[config.mk]
export PLATFORM = sky130hd
export DESIGN_NAME = imem_boot_loader
export DESIGN_NICKNAME = d
export VERILOG_FILES = /design/src/rtl/imem_boot_loader.sv
export SDC_FILE = /design/constraint.sdc
export NUM_CORES = 1
export LEC_CHECK = 0
export ABC_CLOCK_PERIOD_IN_PS = 5500
export BUFFER_PORTS_ARGS = -buffer_cell sky130_fd_sc_hd__buf_2
export CELL_PAD_IN_SITES_DETAIL_PLACEMENT = 0
export CELL_PAD_IN_SITES_GLOBAL_PLACEMENT = 1
export CORE_MARGIN = 5
export CORE_UTILIZATION = 49
export CTS_CLUSTER_DIAMETER = 200
export DETAILED_ROUTE_END_ITERATION = 6
export GPL_TIMING_DRIVEN = 0
export PLACE_DENSITY = 0.95
export REMOVE_ABC_BUFFERS = 1
export SLEW_MARGIN = 20
export SYNTH_ARGS = -nofsm -noshare
export SYNTH_HDL_FRONTEND = slang
export SYNTH_SLANG_ARGS = --single-unit
[constraint.sdc]
create_clock -name clk -period 5.5 [get_ports clk]
set_clock_uncertainty 0.1 [all_clocks]
set_input_delay 1.375 -clock clk [delete_from_list [all_inputs] [get_ports clk]]
set_output_delay 1.375 -clock clk [all_outputs]
set_load 0.05 [all_outputs]
[src/rtl/imem_boot_loader.sv]
// Byte-stream boot loader: assembles big-endian 32-bit words into instruction memory,
// verifies an XOR checksum over the image and only then releases the processor.
module imem_boot_loader #(
    parameter int ADDR_W = 10,
    parameter int DEPTH  = 1024
) (
    input  logic              clk,
    input  logic              rst,
    input  logic              in_valid,
    input  logic [7:0]        in_data,
    output logic              in_ready,
    input  logic              start,
    output logic              im_we,
    output logic [ADDR_W-1:0] im_addr,
    output logic [31:0]       im_wdata,
    output logic              cpu_hold,
    output logic              done,
    output logic              err
);

    typedef enum logic [2:0] {
        S_CNT_HI,
        S_CNT_LO,
        S_DATA,
        S_CSUM,
        S_DONE,
        S_ERR
    } loaderState_t;

    loaderState_t state, nextState;

    logic [7:0]  countHi;
    logic [15:0] count;
    logic [15:0] fullCount;
    logic [1:0]  byteIdx;
    logic [23:0] assembler;
    logic [15:0] wordCnt;
    logic [7:0]  csum;
    logic        accept;
    logic        countTooBig;
    logic        lastWord;
    logic        wordComplete;
    logic        csumOk;

    assign in_ready     = (state != S_DONE) && (state != S_ERR);
    assign accept       = in_valid && in_ready;
    assign fullCount    = {countHi, in_data};
    assign countTooBig  = {1'b0, fullCount} > 17'(DEPTH);
    assign lastWord     = (wordCnt + 16'd1) == count;
    assign wordComplete = accept && (byteIdx == 2'd3);
    assign csumOk       = (in_data == csum);

    // State register
    always_ff @(posedge clk or negedge rst) begin
        if (!rst) begin
            state <= S_CNT_HI;
        end else begin
            state <= nextState;
        end
    end

    // Next-state logic; the last word's 4th byte moves on to the checksum byte
    always_comb begin
        nextState = state;
        case (state)
            S_CNT_HI: begin
                if (accept) nextState = S_CNT_LO;
            end
            S_CNT_LO: begin
                if (accept) begin
                    if (countTooBig)            nextState = S_ERR;
                    else if (fullCount == 16'd0) nextState = S_CSUM;
                    else                         nextState = S_DATA;
                end
            end
            S_DATA: begin
                if (wordComplete && lastWord) nextState = S_CSUM;
            end
            S_CSUM: begin
                if (accept) nextState = csumOk ? S_DONE : S_ERR;
            end
            S_DONE, S_ERR: begin
                if (start) nextState = S_CNT_HI;
            end
            default: nextState = S_CNT_HI;
        endcase
    end

    // Datapath: count capture, word assembly, memory write port and status flags
    always_ff @(posedge clk or negedge rst) begin
        if (!rst) begin
            countHi   <= 8'd0;
            count     <= 16'd0;
            byteIdx   <= 2'd0;
            assembler <= 24'd0;
            wordCnt   <= 16'd0;
            csum      <= 8'd0;
            im_we     <= 1'b0;
            im_addr   <= '0;
            im_wdata  <= 32'd0;
            cpu_hold  <= 1'b1;
            done      <= 1'b0;
            err       <= 1'b0;
        end else begin
            im_we <= 1'b0;
            case (state)
                S_CNT_HI: begin
                    if (accept) begin
                        countHi <= in_data;
                        csum    <= csum ^ in_data;
                    end
                end
                S_CNT_LO: begin
                    if (accept) begin
                        count <= fullCount;
                        csum  <= csum ^ in_data;
                        if (countTooBig) err <= 1'b1;
                    end
                end
                S_DATA: begin
                    if (accept) begin
                        byteIdx   <= byteIdx + 2'd1;
                        assembler <= {assembler[15:0], in_data};
                        csum      <= csum ^ in_data;
                    end
                    if (wordComplete) begin
                        im_wdata <= {assembler, in_data};
                        im_addr  <= wordCnt[ADDR_W-1:0];
                        im_we    <= 1'b1;
                        wordCnt  <= wordCnt + 16'd1;
                    end
                end
                S_CSUM: begin
                    if (accept) begin
                        if (csumOk) begin
                            done     <= 1'b1;
                            cpu_hold <= 1'b0;
                        end else begin
                            err <= 1'b1;
                        end
                    end
                end
                S_DONE, S_ERR: begin
                    // Restart clears everything except the last memory write values
                    if (start) begin
                        countHi   <= 8'd0;
                        count     <= 16'd0;
                        byteIdx   <= 2'd0;
                        assembler <= 24'd0;
                        wordCnt   <= 16'd0;
                        csum      <= 8'd0;
                        cpu_hold  <= 1'b1;
                        done      <= 1'b0;
                        err       <= 1'b0;
                    end
                end
                default: ;
            endcase
        end
    end

endmodule

# After elaboration in Yosys (flattened, before gate mapping)

Cells that the tools add are included.

Register bits: 123
Input bits: 12
Word-level logic and storage cells: 101

Add/sub/neg operators: 2
Order comparisons: 1
Equality and inequality tests: 21
Muxes and demuxes: 40
Bitwise operators: 1
Reduce and logical (&&, ||, !) cells: 23

Operators with widths:

| kind                                                  | count |
|---|---|
| case mux 16 bit (2 select lines)                      | 2 |
| 2-to-1 mux 16 bit                                     | 3 |
| 2-to-1 mux 24 bit                                     | 2 |
| case mux 24 bit (2 select lines)                      | 1 |
| case mux 8 bit (2 select lines)                       | 2 |
| 2-to-1 mux 8 bit                                      | 3 |
| inequality test 2 bit (second input constant)         | 10 |
| 2-to-1 mux 3 bit                                      | 6 |
| adder 16 x 1 -> 16 bit (second input constant)        | 1 |
| equality test 16 bit                                  | 1 |
| > comparator 16 x 11 -> 1 bit (second input constant) | 1 |
| zero test 16 bit                                      | 1 |
| case mux 3 bit (5 select lines)                       | 1 |
| AND reduction 3 bit                                   | 5 |
| 2-to-1 mux 1 bit                                      | 14 |
| nonzero test 2 bit                                    | 5 |
| equality test 8 bit                                   | 1 |
| bitwise XOR 8 bit                                     | 1 |
| equality test 3 x 2 -> 1 bit (second input constant)  | 2 |
| equality test 3 bit (second input constant)           | 2 |
| inequality test 3 bit (second input constant)         | 2 |
| AND reduction 6 bit                                   | 1 |
| AND reduction 5 bit                                   | 1 |
| logical AND 1 bit                                     | 4 |
| 14 further kinds                                      | 16 |

# Longest topological paths before layout

Depth after elaboration: 7
Depth in mapped cells: 11
Mapped depth without buffers: 8

# Least setup slack after synthesis

Ideal clock, no wire load.

Kind: input -> register
Start point: in in_valid
End point: reg im_wdata[7]
Library setup time: 0.125 ns
Data arrival time: 2.815 ns
Data required time: 5.275 ns
Slack: 2.460 ns
Stages: 8
Cell sequence: nor3b_1 > and2_1 > buf_2 > nand2_1 > inv_2 > buf_2 > buf_2 > mux2_2

Longest elaborated chain between the ends: 3

RTL lines:

| element                              | line | RTL |
|---|---|---|
| start, declared                      | 9    | `input logic in_valid,` |
| logical AND 1 bit                    | 46   | `assign accept = in_valid && in_ready;` |
| logical AND 1 bit                    | 50   | `assign wordComplete = accept && (byteIdx == 2'd3);` |
| AND reduction 2 bit (no source line) | -    |  |
| end signal, assigned                 | 127  | `im_wdata <= {assembler, in_data};` |
| end, declared                        | 15   | `output logic [31:0] im_wdata,` |

Every way passes these cells.
A chain may end at the register's enable or synchronous reset.

# Worst setup path in the final report

Start point: in in_valid
End point: reg wordCnt[3]

Longest elaborated chain between the ends: 4

RTL lines:

| element                                | line | RTL |
|---|---|---|
| logical AND 1 bit                      | 46   |  |
| logical AND 1 bit                      | 50   |  |
| inequality test 2 bit (no source line) | -    |  |
| AND reduction 3 bit (no source line)   | -    |  |
| end signal, assigned                   | 130  | `wordCnt <= wordCnt + 16'd1;` |
| end, declared                          | 37   | `logic [15:0] wordCnt;` |

Every way passes these cells.

==> impl_metrics.py <==
metrics = {
    "floorplanning": {
        "rows": 39,
        "die_area_um2": 13700,
        "core-area_um2": 11300,
        "ios": 59,
        "start_util_pct": 49.7,
        "die_height_um": 117,
        "dieWidth_um": 117,
    },
    "sta": {
        "worst_slack_ns": 0.708,
        "slew_headroom_pct": 32.0,
        "min_period_ns": 4.79,
        "hold_ws_ns": 0.367,
        "fin_crit_sh_pct": 87.1,
        "slew_viol_final": 0,
        "hold_viol_final": 0,
        "worst_pin_slew_ns": 1.02,
        "rsz0062_at_grt": "no",
        "fmax_mhz": 209,
        "setup_viol": 0,
    },
    "worst_setup_path": {
        "crit_type": "input port to register",
        "required_ns": 5.66,
        "reg2reg_slack_ns": 1.35,
        "rr_startpoint": "state[2]$_DFFE_PN0P_",
        "r2r_cells": 7,
        "crit_path_start_kind": "input port",
        "cp.arrival_ns": 4.95,
        "cp_max_fo": 57,
        "rr_endpoint": "wordCnt[3]$_DFFE_PN0P_",
        "end_kind": "register",
    },
    "cells_and_area": {
        "drive_gt1_share_pct": 18.5,
        "multi_input_area_um2": 2360,
        "seq_area_um2": 3080,
        "n_antenna_cell": 0,
        "nFillCells": 972,
        "syn_to_final_growth_pct": 17.4,
        "utilization_pct": 58.3,
        "final_area_um2": 6600,
        "nets": 638,
        "mostFrequentLayoutCell": "nand2_1",
        "layout.cells.non_filler": 780,
        "mostFrequentLayoutCells": "nand2_1, dfrtp_1, o21ai_0",
    },
    "routing": {
        "via_per_inst": 5.67,
        "ant_nets": 0,
        "drcViolationCount": 0,
        "drtIter0Drc": 404,
        "wl_um": 13100,
        "wl_per_cell_um": 16.8,
        "drt_first_pass_iters": 5,
        "dr_total_vias": 4424,
    },
    "placed_design": {
        "place_hpwl_um": 8540,
        "dp.cells": 748,
        "place.gp.congestion": 0.874,
        "placed_area_um2": 5970,
        "numPortBuffers": 58,
        "dp_slack_ns": -0.577,
    },
    "global_routing": {
        "grt_max_degree": 82,
        "grt_pass1_vias": 4254,
        "grt_remaining_overflow": 0,
        "grt_pass1_wl_um": 21800,
        "antenna_found_initial": 0,
        "grt.total_usage_pct": 20.6,
    },
    "clocking": {
        "cts_max_path_buffers": 2,
        "cts_hold_buf": 0,
        "clkSinkCount": 123,
        "cts-htree-levels": 4,
        "cts_tree": "yes",
        "cts_setup_buffers": 0,
        "cts_buffers": 17,
        "clkTransAtPathRegs_ns": 0.06,
        "root_buffer": "clkbuf_16",
        "clkLatencyLatePin_ns": 0.41,
    },
    "logic_synthesis": {
        "synth_top_area_share_pct": 54.3,
        "ys_top_cells_by_area": "dfrtp_1, nand2_1, o21ai_0",
        "yosys.area.top_type": "dfrtp_1",
        "synth-seq-cells": 123,
        "synth-main-ff-cell": "dfrtp_1",
        "ys_seq_area_share_pct": 54.7,
        "syn_area_um2": 5630,
        "synth_edf_count": 0,
        "synthesis.instances": 588,
        "synth_area_per_cell_um2": 9.57,
        "yosysWarnings": 0,
        "synth-async-reset-ratio_pct": 100,
        "ys_types": 45,
    },
    "hold_path": {
        "worstHoldEndpoint": "im_wdata[31]$_DFFE_PN0P_",
        "min-delay-start": "assembler[23]$_DFFE_PN0P_",
        "hold_path_depth": 2,
        "hp-class": "register to register",
    },
    "status": {
        "status": "finished clean",
    },
    "job": {
        "maxCapViolations": 0,
    },
    "pwr": {
        "ir_worst_vdd_mv": 0.258,
        "leakage_nw": 3.18,
        "p_per_area_nw_per_um2": 441,
    },
}
==> synth_stat cells, types with 6 or more instances <==
cell      instances
nand2_1         156
dfrtp_1         122
o21ai_0          66
nor2_1           30
clkbuf_1         26
xnor2_1          20
mux2_2           18
a22o_1           16
buf_2            12
a32o_1            8
nor3_1            8
xor2_1            8
nand2b_1          7
o31ai_1           7
a21oi_1           6
inv_1             6
nand3_1           6
nand4_1           6
o21ai_1           6
==> worst max-delay path by stage <==
stage                  start                 endpoint  slack [ns]  cells after the start
floorplan           in_valid  wordCnt[11]$_DFFE_PN0P_        0.33                      7
global placement    in_valid   wordCnt[8]$_DFFE_PN0P_       -1.51                      8
detailed placement  in_valid   wordCnt[3]$_DFFE_PN0P_       -0.58                      8
CTS                 in_valid   wordCnt[3]$_DFFE_PN0P_        0.20                      8
global route        in_valid  wordCnt[13]$_DFFE_PN0P_        0.31                      8
finish              in_valid   wordCnt[3]$_DFFE_PN0P_        0.71                      8
==> what timing repair did <==
item / 4_1_cts / 5_1_grt
endpoints found under the hold margin: 0 / 0
setup endpoints to repair: 13 / 0
resized for setup: 1 / 0
==> flip-flops by register name, summed over array words and instances (netlist names) <==
signal / count
im_wdata: 32
assembler: 24
count: 16
wordCnt: 16
im_addr: 10
countHi: 8
csum: 8
state: 3
byteIdx: 2
cpu_hold: 1
done: 1
err: 1
im_we: 1
==> where the power goes <==
group | internal (W) | total [W] | leakage, nW | switching (W)
Clock | 0.000774 | 0.00118 | 0.310 | 0.000401
Combinational | 0.000211 | 0.000552 | 1.19 | 0.000340
Sequential | 0.00104 | 0.00118 | 1.67 | 0.000144
==> metal layers <==
metal,track usage [%],wire length (µm),share of wire [%],vias to the layer above
met3,4.32,555,4.2,28
met4,9.10,306,2.3,0
met1,30.0,6180,47,2200
met5,0,0,0,-
li1,-,-,-,2092
met2,29.8,6040,46,104
==> cell type report <==
cell class / instances / area share, %
Clock buffer: 23 / 7.54
Clock inverter: 9 / 2.03
Inverter: 7 / 0.436
Multi-Input combinational cell: 416 / 35.8
Sequential cell: 123 / 46.6
Tap cell: 143 / 2.71
Timing Repair Buffer: 59 / 4.91
==> worst max-delay path, cell delays in order <==
cell	delay [ns]
buf_2	0.16
nor3b_2	0.67
and2_2	0.67
nand2_2	0.63
inv_4	0.70
nor2_1	0.37
o21ai_0	0.24
o31ai_1	0.10
==> stage by stage <==
stage	TNS, ns	power, W
3_3_place_gp	-58.72	0.00169
4_1_cts	0	0.00292
2_1_floorplan	0	0.00155
5_1_grt	0	0.00306
3_5_place_dp	-9.37	0.00174
6_report	0	0.00291
==> cell families (layout without fill, tap and decap cells) <==
logic type / Yosys count / in the layout / synth area share, %
AND/OR/NAND/NOR: 239 / 239 / 18.5
AO/OA/AOI/OAI: 127 / 127 / 14.3
flip-flops: 123 / 123 / 54.7
buffers and inverters: 49 / 98 / 3.60
XOR/XNOR: 28 / 28 / 4.36
multiplexers: 20 / 20 / 3.96
adder cells (fa/ha/maj): 2 / 2 / 0.445
No activity file was read; power rests on OpenSTA's default activity.
